==> src/rtl/cdc_hs_src_pkg.sv <==
// Shared types and constants for the source side of the toggle req/ack CDC handshake.
package cdc_hs_src_pkg;

    typedef enum logic {
        HS_IDLE,
        HS_WAIT
    } cdc_hs_state_e;

    // Fewest flops allowed in a synchroniser chain
    localparam int unsigned CDC_MIN_STAGE = 2;

endpackage : cdc_hs_src_pkg

==> src/rtl/cdc_hs_src_if.sv <==
// Handshake bundle between the source-side user port, the CDC link and the error port.
interface cdc_hs_src_if #(
    parameter int unsigned DATA_WIDTH = 32
);

    logic                  src_valid_i;
    logic                  src_ready_o;
    logic [DATA_WIDTH-1:0] src_data_i;
    logic                  cdc_req_o;
    logic [DATA_WIDTH-1:0] cdc_data_o;
    logic                  cdc_ack_i;
    logic                  busy_o;
    logic                  err_clr_i;
    logic                  err_o;

    // Handshake block view
    modport master (
        input  src_valid_i,
        input  src_data_i,
        input  cdc_ack_i,
        input  err_clr_i,
        output src_ready_o,
        output cdc_req_o,
        output cdc_data_o,
        output busy_o,
        output err_o
    );

    // Environment view (producer, destination and error handler)
    modport slave (
        output src_valid_i,
        output src_data_i,
        output cdc_ack_i,
        output err_clr_i,
        input  src_ready_o,
        input  cdc_req_o,
        input  cdc_data_o,
        input  busy_o,
        input  err_o
    );

endinterface : cdc_hs_src_if

==> src/rtl/cdc_hs_src_sync.sv <==
// Multi-flop synchroniser bringing an asynchronous signal into the clk_i domain.
module cdc_hs_src_sync #(
    parameter int unsigned STAGE      = 2,
    parameter int unsigned DATA_WIDTH = 1
) (
    input  logic                  clk_i,
    input  logic                  rst_n_i,
    input  logic [DATA_WIDTH-1:0] d_i,
    output logic [DATA_WIDTH-1:0] q_o
);

    logic [DATA_WIDTH-1:0] r_chain [STAGE];

    // Shift the asynchronous input through the chain; clear on reset
    always_ff @(posedge clk_i or negedge rst_n_i) begin
        if (!rst_n_i) begin
            for (int i = 0; i < int'(STAGE); i++) begin
                r_chain[i] <= '0;
            end
        end else begin
            r_chain[0] <= d_i;
            for (int i = 1; i < int'(STAGE); i++) begin
                r_chain[i] <= r_chain[i-1];
            end
        end
    end

    assign q_o = r_chain[STAGE-1];

endmodule : cdc_hs_src_sync

==> src/rtl/cdc_hs_src.sv <==
// Source side of a two-phase (toggle) req/ack handshake: captures one word, holds it on
// cdc_data_o, toggles cdc_req_o and waits for the synchronised ack toggle to match.
module cdc_hs_src
    import cdc_hs_src_pkg::*;
#(
    parameter int unsigned DATA_WIDTH = 32,
    parameter int unsigned SYNC_STAGE = 2,
    parameter int unsigned TIMEOUT    = 0
) (
    input  logic                clk_i,
    input  logic                rst_i,
    cdc_hs_src_if.master        hs
);

    if (SYNC_STAGE < CDC_MIN_STAGE) begin : g_stage_check
        $error("cdc_hs_src: SYNC_STAGE must be at least CDC_MIN_STAGE");
    end

    cdc_hs_state_e         r_state;
    cdc_hs_state_e         w_state_nxt;
    logic                  r_req;
    logic [DATA_WIDTH-1:0] r_data;
    logic                  w_ack_sync;
    logic                  w_rst_n;
    logic                  w_ready;
    logic                  w_accept;

    assign w_rst_n = ~rst_i;

    // Bring the destination's ack toggle into this domain
    cdc_hs_src_sync #(
        .STAGE      (SYNC_STAGE),
        .DATA_WIDTH (1)
    ) u_ack_sync (
        .clk_i   (clk_i),
        .rst_n_i (w_rst_n),
        .d_i     (hs.cdc_ack_i),
        .q_o     (w_ack_sync)
    );

    // Idle and link settled: the last request has been acknowledged
    assign w_ready = (r_state == HS_IDLE) && (w_ack_sync == r_req);

    // Next-state and accept decode
    always_comb begin
        w_state_nxt = r_state;
        w_accept    = 1'b0;
        case (r_state)
            HS_IDLE: begin
                if (hs.src_valid_i && w_ready) begin
                    w_accept    = 1'b1;
                    w_state_nxt = HS_WAIT;
                end
            end
            HS_WAIT: begin
                if (w_ack_sync == r_req) begin
                    w_state_nxt = HS_IDLE;
                end
            end
        endcase
    end

    // State, request toggle and held word
    always_ff @(posedge clk_i or posedge rst_i) begin
        if (rst_i) begin
            r_state <= HS_IDLE;
            r_req   <= 1'b0;
            r_data  <= '0;
        end else begin
            r_state <= w_state_nxt;
            if (w_accept) begin
                r_data <= hs.src_data_i;
                r_req  <= ~r_req;
            end
        end
    end

    if (TIMEOUT > 0) begin : g_timeout
        localparam int unsigned CNT_W = $clog2(TIMEOUT + 1);

        logic [CNT_W-1:0] r_cnt;
        logic             r_err;
        logic             w_err_set;

        // Fires when WAIT reaches TIMEOUT cycles, and again after a clear while still stuck
        assign w_err_set = (r_state == HS_WAIT) &&
                           ((r_cnt == CNT_W'(TIMEOUT - 1)) ||
                            ((r_cnt == CNT_W'(TIMEOUT)) && !r_err));

        // WAIT cycle counter (saturating) and sticky error; set beats clear
        always_ff @(posedge clk_i or posedge rst_i) begin
            if (rst_i) begin
                r_cnt <= '0;
                r_err <= 1'b0;
            end else begin
                if (w_accept) begin
                    r_cnt <= '0;
                end else if ((r_state == HS_WAIT) && (r_cnt != CNT_W'(TIMEOUT))) begin
                    r_cnt <= r_cnt + CNT_W'(1);
                end
                if (w_err_set) begin
                    r_err <= 1'b1;
                end else if (hs.err_clr_i) begin
                    r_err <= 1'b0;
                end
            end
        end

        assign hs.err_o = r_err;
    end else begin : g_no_timeout
        logic w_unused_err_clr;
        assign w_unused_err_clr = hs.err_clr_i;
        assign hs.err_o         = 1'b0;
    end

    assign hs.src_ready_o = w_ready;
    assign hs.cdc_req_o   = r_req;
    assign hs.cdc_data_o  = r_data;
    assign hs.busy_o      = (r_state == HS_WAIT);

endmodule : cdc_hs_src

==> src/flat_wrapper.sv <==
// flat-port wrapper written by rule: the top's interface ports become plain ports
module cdc_hs_src_flat import cdc_hs_src_pkg::*;
#(
    parameter int unsigned DATA_WIDTH = 32,
    parameter int unsigned SYNC_STAGE = 2,
    parameter int unsigned TIMEOUT    = 0
)
  (clk_i, rst_i, hs_src_valid_i, hs_src_data_i, hs_cdc_ack_i, hs_err_clr_i, hs_src_ready_o, hs_cdc_req_o, hs_cdc_data_o, hs_busy_o, hs_err_o);
  cdc_hs_src_if #(.DATA_WIDTH(DATA_WIDTH)) hs_i ();
  input  logic clk_i;
  input  logic rst_i;
  input wire logic [$bits(hs_i.src_valid_i)-1:0] hs_src_valid_i;
  input wire logic [$bits(hs_i.src_data_i)-1:0] hs_src_data_i;
  input wire logic [$bits(hs_i.cdc_ack_i)-1:0] hs_cdc_ack_i;
  input wire logic [$bits(hs_i.err_clr_i)-1:0] hs_err_clr_i;
  output wire logic [$bits(hs_i.src_ready_o)-1:0] hs_src_ready_o;
  output wire logic [$bits(hs_i.cdc_req_o)-1:0] hs_cdc_req_o;
  output wire logic [$bits(hs_i.cdc_data_o)-1:0] hs_cdc_data_o;
  output wire logic [$bits(hs_i.busy_o)-1:0] hs_busy_o;
  output wire logic [$bits(hs_i.err_o)-1:0] hs_err_o;
  assign hs_i.src_valid_i = hs_src_valid_i;
  assign hs_i.src_data_i = hs_src_data_i;
  assign hs_i.cdc_ack_i = hs_cdc_ack_i;
  assign hs_i.err_clr_i = hs_err_clr_i;
  assign hs_src_ready_o = hs_i.src_ready_o;
  assign hs_cdc_req_o = hs_i.cdc_req_o;
  assign hs_cdc_data_o = hs_i.cdc_data_o;
  assign hs_busy_o = hs_i.busy_o;
  assign hs_err_o = hs_i.err_o;
  cdc_hs_src #(.DATA_WIDTH(DATA_WIDTH), .SYNC_STAGE(SYNC_STAGE), .TIMEOUT(TIMEOUT)) u_core (.clk_i(clk_i), .rst_i(rst_i), .hs(hs_i));
endmodule
==> config.mk <==
export PLATFORM = sky130hd
export DESIGN_NAME = cdc_hs_src_flat
export DESIGN_NICKNAME = d
export VERILOG_FILES = /design/src/rtl/cdc_hs_src_pkg.sv /design/src/rtl/cdc_hs_src_if.sv /design/src/rtl/cdc_hs_src_sync.sv /design/src/rtl/cdc_hs_src.sv /design/src/flat_wrapper.sv
export SDC_FILE = /design/constraint.sdc
export NUM_CORES = 1
export LEC_CHECK = 0
export BUFFER_PORTS_ARGS = -buffer_cell sky130_fd_sc_hd__buf_4
export CORE_ASPECT_RATIO = 0.7
export CORE_MARGIN = 3
export CORE_UTILIZATION = 40
export DETAILED_ROUTE_END_ITERATION = 8
export HOLD_SLACK_MARGIN = 0.15
export PLACE_DENSITY = 0.8
export SYNTH_ARGS = -nofsm -noshare
export SYNTH_HDL_FRONTEND = slang
export SYNTH_SLANG_ARGS = --single-unit
==> constraint.sdc <==
create_clock -name clk_i -period 1.5 [get_ports clk_i]
set_clock_uncertainty 0.15 [all_clocks]
set_input_delay 0.075 -clock clk_i [delete_from_list [all_inputs] [get_ports clk_i]]
set_output_delay 0.075 -clock clk_i [all_outputs]
set_load 0.02 [all_outputs]
==> flow_summary.toml, run 1 <==
[critical_path]
cp.arrival_ps = 1630
cp_cell_sequence = "xor2_2, nor2_4, buf_12, clkbuf_16, mux2_4"
end_kind = "flip-flop"
reg2reg_to = "u_core.hs.cdc_data_o[9]"
cp-start-kind = "flip-flop"
r2r-start = "u_core.u_ack_sync.q_o"
ff2ff_path_depth = 5
critPathMaxStageDelay_ps = 410
rrSetupSlack_ps = -120
path_class = "reg -> reg"
path_max_fanout = 7
slowest_stage = "dfrtp_1"
cp.required_ps = 1510

[outcome]
failed_checks = "setup timing"
status = "complete, but fails checks"

[power]
peakVddDrop_uv = 1130
p_clk_share_pct = 12.6
p_switching_mw = 1.88
pwr-share-seq_pct = 32.1
p_total_mw = 5.42
pwr-share-comb_pct = 55.3
sw_frac_of_total_pct = 34.7
internal_power_mw = 3.54
power.leakage_nw = 1.32
power_density_nw_per_um2 = 2030

[die]
die_h_um = 56.8
rows = 17
io_pins = 73
initial_core_util_pct = 44.1
die_area_um2 = 4460
coreArea_um2 = 3340
die_w_um = 78.6

[route]
drt-initial-drc-count = 30
via_per_inst = 4.53
drc_errors = 0
wl_per_cell_um = 16.1
vias = 1136
drt-pass1-iter-count = 4
ant_nets = 0
wl_um = 4040

[timing]
slew_violations = 0
finalWorstSetupSlack_ps = -117
totalNegativeSetupSlack_ps = -3250
finalHoldViolations = 0
finalCritPeriodShare_pct = 108
fmax_ghz = 0.618
rsz0062_at_grt = "yes"
fin_crit_ps = 1620
setup_viol = 32

[clocking]
cts_inserted_buffers = 5
cts.clk_slew.worst_paths_ps = 60
insertion_delay_ps = 280
clockBufferDepth = 2
cts_tree = "done"
cts.htree.levels = 2
cts-root-buf = "clkbuf_8"
clock-sinks = 36

[placement]
pre_cts_ws_ps = -82.7
io_buffers = 70
hpwl_um = 2370
gp_congestion = 0.747
place_inst = 203

[synthesis]
postSynthCellCount = 81
synth_warnings = 0
syn_avg_cell_area_um2 = 18.2
synth_nets = 118
ys_types = 14
ys_ff_latch = 36
yosysSeqAreaShare_pct = 61.1
syn-cell-area_um2 = 1470

[min_path]
holdCritStartpoint = "u_core.u_ack_sync.r_chain[1]"
hold_depth = 0
holdPathEnd = "u_core.u_ack_sync.q_o"
worst_hold_path_type = "reg -> reg"

[cells_and_area]
drive_gt1_share_pct = 63.2
final_common_cell = "buf_4"
postLayoutCoreUtil_pct = 80.1
syn_to_final_growth_pct = 81.4
fin_cells = 251
antenna_cells = 0
final_nets = 240
nFillCells = 183
final_cell_mix = "buf_4 (76), dlygate4sd3_1 (35), dfrtp_1 (34)"

[global_routing]
antenna_found_initial = 0
grt_remaining_overflow = 0
grt_max_degree = 21
grt_util_all_layers_pct = 18.1
grt_pass1_wl_um = 6090
grt_pass1_vias = 1220

[flow_run]
cap_violations = 0
-- routing by layer --
layer	wire, um	part of all wire (%)	up-vias	track usage (%)
met5	0	0	-	0
met4	46	1.1	0	6.73
met3	271	6.7	7	5.93
met2	2090	52	52	30.6
met1	1640	40	558	21.3
li1	-	-	519	-
-- logic make-up after synthesis --
logic type / count (synthesis) / synth area share, %
AOI/OAI and AO/OA: 2 / 0.934
xor gates and xnor gates: 1 / 1.10
buffers and inverters: 5 / 3.06
DFF: 36 / 61.1
muxes: 32 / 31.8
other: 1 / 0.254
and+or+nand+nor: 4 / 1.70
-- power by group through the flow --
stage	registers (mW)	logic, mW	clock network, mW
detailed placement	1.73	2.67	0
finish	1.74	3.00	0.685
CTS	1.73	2.80	0.708
global placement	1.70	2.62	0
floorplan	2.29	1.03	0
global route	1.80	3.15	0.756
-- final cells by class --
cell class	count	area [um^2]	share of cell area (%)
clock buffers	8	90.1	3.37
inverters	1	3.75	0.140
well taps	47	58.8	2.20
flip-flops and latches	36	903	33.8
multi-input cells	40	554	20.7
repair buffers	119	1060	39.8
-- state kept, by name (all words and copies together) (netlist names) --
register / flops
u_core.hs.cdc_data_o: 32
u_core.hs.busy_o: 1
u_core.hs.cdc_req_o: 1
u_core.u_ack_sync.q_o: 1
u_core.u_ack_sync.r_chain: 1
-- cell usage after synthesis (all sizes together) --
master  instances  area (um^2)
mux2           32          469
a21o            1         8.76
nand2b          1         6.26
nor2            2         15.0
conb            1         3.75
o21ai           1         5.00
buf             4         41.3
xor2            1         16.3
dfrtp          36          901
inv             1         3.75
nand2           1         3.75
-- critical path: cells and delay by family (launching register included) --
kind | cells | cell delay [ps]
mux | 1 | 300
flops | 1 | 410
buf+inv | 2 | 300
simple gates | 1 | 140
xor+xnor | 1 | 210
-- stage by stage --
step / instance area (um^2) / hold slack, ps
final: 2670 / 205
after global routing: 2670 / 222
after CTS: 2570 / 202
after detailed placement: 2110 / -22.5
after global placement: 2110 / -28.3
after floorplan: 1490 / -43.6
-- how the worst max path moves through the flow --
stage	startpoint	endpoint	slack, ps	cells past startpoint
finish	u_core.u_ack_sync.q_o	u_core.hs.cdc_data_o[9]	-120	5
global route	u_core.u_ack_sync.q_o	u_core.hs.cdc_data_o[28]	-170	5
global placement	u_core.u_ack_sync.q_o	u_core.hs.cdc_data_o[5]	-30	4
floorplan	u_core.hs.cdc_req_o	u_core.hs.cdc_data_o[10]	-90	4
detailed placement	u_core.u_ack_sync.q_o	u_core.hs.cdc_data_o[4]	-80	4
CTS	u_core.u_ack_sync.q_o	u_core.hs.cdc_data_o[4]	-110	4
-- timing repair --
action	in CTS	in global routing
setup endpoints to repair	33	33
gates resized for setup	3	7
hold buffers	35	0
endpoints found under the hold margin	71	0
buffers inserted	1	1
cloned	0	3
pin swaps	0	1
(Power assumes the default switching activity.)
==> run 2, diff against run 1 <==
--- a/config.mk
+++ b/config.mk
@@ -5,13 +5,15 @@
 export SDC_FILE = /design/constraint.sdc
 export NUM_CORES = 1
 export LEC_CHECK = 0
-export BUFFER_PORTS_ARGS = -buffer_cell sky130_fd_sc_hd__buf_4
 export CORE_ASPECT_RATIO = 0.7
 export CORE_MARGIN = 3
-export CORE_UTILIZATION = 40
+export CORE_UTILIZATION = 54
 export DETAILED_ROUTE_END_ITERATION = 8
+export DONT_BUFFER_PORTS = 1
 export HOLD_SLACK_MARGIN = 0.15
-export PLACE_DENSITY = 0.8
+export PLACE_DENSITY = 0.78
+export SETUP_SLACK_MARGIN = 0.2
+export SKIP_LAST_GASP = 1
 export SYNTH_ARGS = -nofsm -noshare
 export SYNTH_HDL_FRONTEND = slang
 export SYNTH_SLANG_ARGS = --single-unit
==> flow_summary.toml, run 2 (same netlist as run 1, synthesis figures left out) <==
[route]
drt-pass1-iter-count = 4
vias = 810
wl_um = 3190
drt-initial-drc-count = 25
ant_nets = 0
via_per_inst = 5.00
wl_per_cell_um = 19.7
drc_errors = 0

[cells_and_area]
multi_input_area_um2 = 543
antenna_cells = 0
nFillCells = 149
final_area_um2 = 2050
postLayoutCoreUtil_pct = 80.9
drive_gt1_share_pct = 43.0
syn_to_final_growth_pct = 39.1
ff_latch_area_um2 = 903
largest_reg_flops = 32
fin_cells = 162
final_nets = 164
final_cell_mix = "dlygate4sd3_1 (34), dfrtp_1 (34), mux2_4 (29)"

[clocking]
cts_inserted_buffers = 5
cts_tree = "done"
insertion_delay_ps = 280
clock-sinks = 36
cts.htree.levels = 2
clockBufferDepth = 2
cts-root-buf = "clkbuf_8"
cts.clk_slew.worst_paths_ps = 70

[placement]
placedInstanceArea_um2 = 1560
io_buffers = 0
hpwl_um = 1840
place_inst = 117
gp_congestion = 0.672

[die]
die_area_um2 = 3400
die_h_um = 49.7
io_pins = 73
initial_core_util_pct = 58.2
die_w_um = 68.4
coreArea_um2 = 2530
rows = 15

[critical_path]
end_kind = "flip-flop"
r2r-start = "u_core.u_ack_sync.q_o"
ff2ff_path_depth = 5
cp.arrival_ps = 1620
critPathBufInv = 2
rrSetupSlack_ps = -110
crit_family = "flip-flops"
path_max_fanout = 9
slowest_stage = "dfrtp_1"
cp_cell_sequence = "xor2_2, nor2_4, buf_4, buf_12, mux2_4"
cp.required_ps = 1520
cp-start-kind = "flip-flop"
critPathMaxStageDelay_ps = 400
reg2reg_to = "u_core.hs.cdc_data_o[19]"
path_class = "reg -> reg"

[power]
power_density_nw_per_um2 = 2230
power.leakage_nw = 0.937
peakVddDrop_uv = 1280

[min_path]
holdCritStartpoint = "hs_src_valid_i"
holdPathEnd = "u_core.hs.cdc_req_o"
worst_hold_path_type = "in -> reg"
hold_depth = 2

[outcome]
status = "complete, but fails checks"
failed_checks = "hold timing, setup timing"

[flow_run]
cap_violations = 0

[timing]
fmax_ghz = 0.622
finalWorstSetupSlack_ps = -108
setup_viol = 32
finalCritPeriodShare_pct = 107
fin_crit_ps = 1610
slew_violations = 0
holdWs_ps = -161
finalHoldViolations = 1
totalNegativeSetupSlack_ps = -1990
rsz0062_at_grt = "yes"

[global_routing]
antenna_found_initial = 0
grt_util_all_layers_pct = 20.0
grt_max_degree = 37
grt_pass1_wl_um = 4740
grt_remaining_overflow = 0
grt_pass1_vias = 873
[run 2: worst max-delay path by stage]
stage,slack (ps),endpoint,cells past startpoint,startpoint
floorplan,-90,u_core.hs.cdc_data_o[10],4,u_core.hs.cdc_req_o
global placement,-20,u_core.hs.cdc_data_o[5],4,u_core.u_ack_sync.q_o
detailed placement,-60,u_core.hs.cdc_data_o[4],4,u_core.u_ack_sync.q_o
CTS,-70,u_core.hs.cdc_data_o[3],4,u_core.u_ack_sync.q_o
global route,-140,u_core.hs.cdc_data_o[13],5,u_core.u_ack_sync.q_o
finish,-110,u_core.hs.cdc_data_o[19],5,u_core.u_ack_sync.q_o
[run 2: metal layers]
| metal | vias to the layer above | global-route usage (%) | wire [um] |
|---|---|---|---|
| met5 | - | 0 | 0 |
| met4 | 0 | 6.93 | 36 |
| met3 | 6 | 8.88 | 252 |
| met2 | 43 | 34.4 | 1690 |
| met1 | 394 | 21.4 | 1210 |
| li1 | 367 | - | - |
[run 2: worst register-to-register path, delay by kind of cell (launching register included)]
family | cells | cell delay, ps
AND/OR/NAND/NOR | 1 | 140
XOR/XNOR | 1 | 210
buffers and inverters | 2 | 280
flip-flops | 1 | 400
multiplexers | 1 | 310
[run 2: timing repair]
action                                  in CTS  in global routing
endpoints found under the setup margin      34                 34
resized for setup                            1                  1
hold buffers                                33                  1
buffers inserted                             0                  2
hold endpoints to repair                    71                 12
gates cloned                                 0                  1
pin swaps                                    0                  0
[run 2: final cells by class]
cell class              instances  area share (%)
flip-flops and latches         36            44.1
multi-input cells              40            26.5
repair buffers                 43            22.0
clock buffers                   6            3.54
well taps                      34            2.07
clock inverters                 2            1.71
inverters                       1           0.183
[run 2: metrics by stage]
stage,setup slack (ps),total power [mW]
floorplan,-88.8,3.32
global placement,-20.9,3.54
detailed placement,-61.0,3.60
CTS,-66.7,4.50
global route,-139,4.80
finish,-108,4.58
[run 2: power by group]
| part | internal, mW | switching (mW) | total [mW] |
|---|---|---|---|
| Combinational | 0.945 | 0.467 | 1.41 |
| Sequential | 1.44 | 0.913 | 2.36 |
| Clock | 0.493 | 0.315 | 0.808 |
| Total | 2.88 | 1.70 | 4.58 |
